--- config.mk ---
export PLATFORM = sky130hd
export DESIGN_NAME = mips_multicycle_control
export DESIGN_NICKNAME = d
export VERILOG_FILES = /design/src/rtl/mips_multicycle_control.sv
export SDC_FILE = /design/constraint.sdc
export NUM_CORES = 1
export LEC_CHECK = 0
export BUFFER_PORTS_ARGS = -buffer_cell sky130_fd_sc_hd__buf_2
export CORE_MARGIN = 5
export CORE_UTILIZATION = 27
export DETAILED_ROUTE_END_ITERATION = 12
export GPL_TIMING_DRIVEN = 1
export SYNTH_ARGS = -nofsm -noshare
export SYNTH_HDL_FRONTEND = slang
export SYNTH_SLANG_ARGS = --single-unit
--- constraint.sdc ---
create_clock -name clk -period 3.15 [get_ports clk]
set_clock_uncertainty 0.15 [all_clocks]
set_input_delay 0.7875 -clock clk [delete_from_list [all_inputs] [get_ports clk]]
set_output_delay 0.7875 -clock clk [all_outputs]
set_load 0.01 [all_outputs]
--- src/rtl/mips_multicycle_control.sv ---
// Multicycle MIPS control sequencer: Moore FSM that steps fetch/decode/execute/memory/writeback.
// Latency (MemReady=1): R-type 4, lw 5, sw 4, beq 3, j 3, addi 4, illegal 2 clocks.
// Backpressure: MemReady=0 holds FETCH/MEMRD/MEMWR with requests stable, one extra cycle per wait.
module mips_multicycle_control (
    input  logic       clk,
    input  logic       rst,
    input  logic [5:0] Opcode,
    input  logic       Zero,
    input  logic       MemReady,
    output logic       PCWrite,
    output logic       PCWriteCond,
    output logic       IorD,
    output logic       MemRead,
    output logic       MemWrite,
    output logic       IRWrite,
    output logic       MemtoReg,
    output logic       RegDst,
    output logic       RegWrite,
    output logic       AluSrcA,
    output logic [1:0] AluSrcB,
    output logic [1:0] Alu_op,
    output logic [1:0] PCSource,
    output logic [3:0] State,
    output logic       InstrDone,
    output logic       Illegal
);

    localparam logic [5:0] OpRtype = 6'b000000;
    localparam logic [5:0] OpLw    = 6'b100011;
    localparam logic [5:0] OpSw    = 6'b101011;
    localparam logic [5:0] OpBeq   = 6'b000100;
    localparam logic [5:0] OpJ     = 6'b000010;
    localparam logic [5:0] OpAddi  = 6'b001000;

    typedef enum logic [3:0] {
        FETCH  = 4'd0,
        DECODE = 4'd1,
        MEMADR = 4'd2,
        MEMRD  = 4'd3,
        MEMWB  = 4'd4,
        MEMWR  = 4'd5,
        EXEC   = 4'd6,
        RWB    = 4'd7,
        BRANCH = 4'd8,
        JUMP   = 4'd9,
        ADDIEX = 4'd10,
        ADDIWB = 4'd11
    } stateT;

    stateT state;
    stateT nextState;

    // The branch decision is made by the datapath (PCWriteCond AND Zero), so
    // the sequencer itself never looks at the flag.
    logic unusedZero;
    assign unusedZero = Zero;

    assign State = state;

    // State register with synchronous active-low reset; reset abandons any partial instruction.
    always_ff @(posedge clk) begin
        if (!rst) begin
            state <= FETCH;
        end else begin
            state <= nextState;
        end
    end

    // Next-state and Moore outputs; MemReady only gates FETCH and MEMWR strobes.
    always_comb begin
        nextState   = FETCH;
        PCWrite     = 1'b0;
        PCWriteCond = 1'b0;
        IorD        = 1'b0;
        MemRead     = 1'b0;
        MemWrite    = 1'b0;
        IRWrite     = 1'b0;
        MemtoReg    = 1'b0;
        RegDst      = 1'b0;
        RegWrite    = 1'b0;
        AluSrcA     = 1'b0;
        AluSrcB     = 2'd0;
        Alu_op      = 2'd0;
        PCSource    = 2'd0;
        InstrDone   = 1'b0;
        Illegal     = 1'b0;
        case (state)
            FETCH: begin
                MemRead   = 1'b1;
                AluSrcB   = 2'd1;
                IRWrite   = MemReady;
                PCWrite   = MemReady;
                nextState = MemReady ? DECODE : FETCH;
            end
            DECODE: begin
                AluSrcB = 2'd3;
                case (Opcode)
                    OpRtype:   nextState = EXEC;
                    OpLw, OpSw: nextState = MEMADR;
                    OpBeq:     nextState = BRANCH;
                    OpJ:       nextState = JUMP;
                    OpAddi:    nextState = ADDIEX;
                    default: begin
                        Illegal   = 1'b1;
                        nextState = FETCH;
                    end
                endcase
            end
            MEMADR: begin
                AluSrcA = 1'b1;
                AluSrcB = 2'd2;
                if (Opcode == OpLw) begin
                    nextState = MEMRD;
                end else if (Opcode == OpSw) begin
                    nextState = MEMWR;
                end
            end
            MEMRD: begin
                MemRead   = 1'b1;
                IorD      = 1'b1;
                nextState = MemReady ? MEMWB : MEMRD;
            end
            MEMWB: begin
                RegWrite  = 1'b1;
                MemtoReg  = 1'b1;
                InstrDone = 1'b1;
            end
            MEMWR: begin
                MemWrite  = 1'b1;
                IorD      = 1'b1;
                InstrDone = MemReady;
                nextState = MemReady ? FETCH : MEMWR;
            end
            EXEC: begin
                AluSrcA   = 1'b1;
                Alu_op    = 2'd2;
                nextState = RWB;
            end
            RWB: begin
                RegWrite  = 1'b1;
                RegDst    = 1'b1;
                InstrDone = 1'b1;
            end
            BRANCH: begin
                AluSrcA     = 1'b1;
                Alu_op      = 2'd1;
                PCWriteCond = 1'b1;
                PCSource    = 2'd1;
                InstrDone   = 1'b1;
            end
            JUMP: begin
                PCWrite   = 1'b1;
                PCSource  = 2'd2;
                InstrDone = 1'b1;
            end
            ADDIEX: begin
                AluSrcA   = 1'b1;
                AluSrcB   = 2'd2;
                nextState = ADDIWB;
            end
            ADDIWB: begin
                RegWrite  = 1'b1;
                InstrDone = 1'b1;
            end
            default: nextState = FETCH;
        endcase
        // While reset is held, nothing is strobed and selects rest at 0.
        if (!rst) begin
            PCWrite     = 1'b0;
            PCWriteCond = 1'b0;
            IorD        = 1'b0;
            MemRead     = 1'b0;
            MemWrite    = 1'b0;
            IRWrite     = 1'b0;
            MemtoReg    = 1'b0;
            RegDst      = 1'b0;
            RegWrite    = 1'b0;
            AluSrcA     = 1'b0;
            AluSrcB     = 2'd0;
            Alu_op      = 2'd0;
            PCSource    = 2'd0;
            InstrDone   = 1'b0;
            Illegal     = 1'b0;
        end
    end

endmodule

==> flow_metrics.tcl <==
set metrics [dict create \
    slowest_stage "dfxtp_1" \
    grt_pass1_vias 639 \
    power_mw 0.158 \
    synth_seq_cells 4 \
    grt_pass1_wl_mm 2.81 \
    antenna_found_initial 0 \
    critical_path_class "reg2out" \
    timing.critical_path.buf_inv 1 \
    grt_overflow_total 0 \
    vias_per_cell 5.14 \
    drive_gt1_share_pct 30.7 \
    drv_cap 0 \
    dpl.hpwl_mm 1.31 \
    drc 0 \
    path_clk_slew_ns 0.04 \
    synth-compound-area-share_pct 21.0 \
    cts_buffer_depth 2 \
    clock_sinks 4 \
    portBuffers 30 \
    cp-start-kind "flip-flop" \
    n_antenna_cell 0 \
    synth_edf_count 0 \
    clock_latency_ns 0.22 \
    crit_chain "nand2b_1 > nor2_1 > or2_2 > buf_2" \
    slew_headroom_pct 63.1 \
    critPathTopFamily "simple AND/OR/NAND/NOR gates" \
    rsz0062_at_grt "no" \
    ir_drop_v 0.000108 \
    fmax_ghz 0.366 \
    ys_async_sr_fraction_pct 0 \
    synth_top_family_by_area "simple AND/OR/NAND/NOR gates" \
    cts_tree "done" \
    synthXorXnorAreaFrac_pct 3.02 \
    utilization_pct 36.8 \
    drv_slew 0 \
    min_path_type "reg2reg" \
    fin_crit_sh_pct 86.8 \
    start_util_pct 28.9 \
    post_dp_cell_area_sq_um 713 \
    die_y_microns 56.3 \
    place_congestion 0.794 \
    final_common_cell "buf_2" \
    setup_viol 0 \
    ctsResizeCount 0 \
    layout_min_cycle_time_ns 2.73 \
    grt_usage_pct 10.4 \
    syn_inst 87 \
    die-area_sq_mm 0.00317 \
    yosys_warnings 0 \
    first_pass_iters 5 \
    cpPeakStageDelay_ns 0.66 \
    clockRootBuffer "clkbuf_4" \
    cp.required_ns 2.21 \
    p_per_area_mw_per_mm2 215 \
    hold_viol 0 \
    synth.mux.area_fraction_pct 0 \
    io_pins 32 \
    synth.yosys.seq_area_share_pct 13.8 \
    first_iter_violations 15 \
    grt_max_degree 19 \
    synth_cell_types 35 \
    vias 725 \
    cp-end-kind "primary output" \
    syn_avg_cell_area_sq_um 6.66 \
    tns_ns 0 \
    cp_max_fo 16 \
    die_width_microns 56.3 \
    rows 16 \
    syn_nets 97 \
    htreeDepth 1 \
    ant_nets 0 \
    syn_area_sq_um 579 \
    wl_mm 1.71 \
    wl_per_cell_microns 12.2 \
    hold_buffers 0 \
    synth_flop_cell "dfxtp_1" \
    final_cell_mix "buf_2, nor2_1, a21oi_1" \
    cts_buffers 3 \
    core_area_sq_mm 0.00200 \
    status "complete, no violations" \
    tightest_slew_ns 0.553 \
    area_growth_pct 27.0 \
    synth-adder-area-share_pct 0 \
    cp.arrival_ns 1.80 \
    fin_area_sq_um 736 \
    post_cts_buffers 0 \
    power_leakage_nw 0.339 \
    nets 126 \
    largest_reg_flops 4 \
    synthSimpleGateAreaFrac_pct 52.9 \
]
==> cells by family (layout without fill, tap and decap cells) <==
kind of cell | count (synthesis) | in the layout
xor gates and xnor gates | 2 | 2
AOI/OAI and AO/OA | 21 | 21
DFF | 4 | 4
and+or+nand+nor | 53 | 53
buffers and inverters | 7 | 34
==> Yosys cell counts, drive strengths merged (2+ instances only) <==
master,count,share of area [%]
nand3,2,1.7
nor3,7,6.0
buf,2,2.6
nor4b,5,7.6
nand2b,6,6.5
a21oi,8,6.9
or2,3,3.7
dfxtp,4,14
nor3b,2,2.6
clkbuf,4,6.0
nor4,2,2.2
nor2b,3,3.2
o21ai,6,5.2
nand2,7,4.5
nor2,9,5.8
==> final cells by class <==
type / count / area (sq um)
Clock buffer: 3 / 22.5
Inverter: 1 / 3.75
Fill cell: 220 / 1270
Multi-Input combinational cell: 76 / 445
Tap cell: 27 / 33.8
Timing Repair Buffer: 30 / 150
Sequential cell: 4 / 80.1
==> final timing paths <==
| kind | startpoint | to | slack, ns | depth (start not counted) |
|---|---|---|---|---|
| worst max-delay path | State[1]$_SDFF_PN0_ | PCWrite | 0.42 | 4 |
| worst min-delay path | State[3]$_SDFF_PN0_ | State[3]$_SDFF_PN0_ | 0.58 | 2 |
| worst max register to register | State[0]$_SDFF_PN0_ | State[1]$_SDFF_PN0_ | 1.14 | 4 |
| worst min register to register | State[3]$_SDFF_PN0_ | State[3]$_SDFF_PN0_ | 0.58 | 2 |
==> stage by stage <==
stage / hold slack [ns] / worst slack (ns) / instances
finish: 0.576 / 0.415 / 141
global route: 0.629 / 0.323 / 141
detailed placement: 0.567 / 0.449 / 138
floorplan: 0.568 / 0.586 / 87
global placement: 0.548 / 0.480 / 138
CTS: 0.575 / 0.432 / 141
==> power breakdown <==
group	internal, mW	switching [mW]	total, mW
combinational	0.0183	0.0236	0.0419
clock	0.0424	0.0177	0.0601
sequential	0.0519	0.00401	0.0559
total	0.113	0.0453	0.158
==> worst min-delay path: cells and delay by family, from the launching register on <==
family	cells	cell delay, ns
AO/OA/AOI/OAI	1	0.06
AND/OR/NAND/NOR	1	0.16
flip-flops	1	0.45
==> per-layer routing <==
metal | routed length [microns] | part of all wire (%) | global-route usage [%] | vias to the layer above
li1 | - | - | - | 375
met1 | 837 | 49 | 14.5 | 320
met2 | 726 | 42 | 15.9 | 30
met3 | 150 | 8.8 | 2.29 | 0
met4 | 0 | 0 | 3.05 | 0
met5 | 0 | 0 | 0 | -
Power figures use the tool's default switching activity.
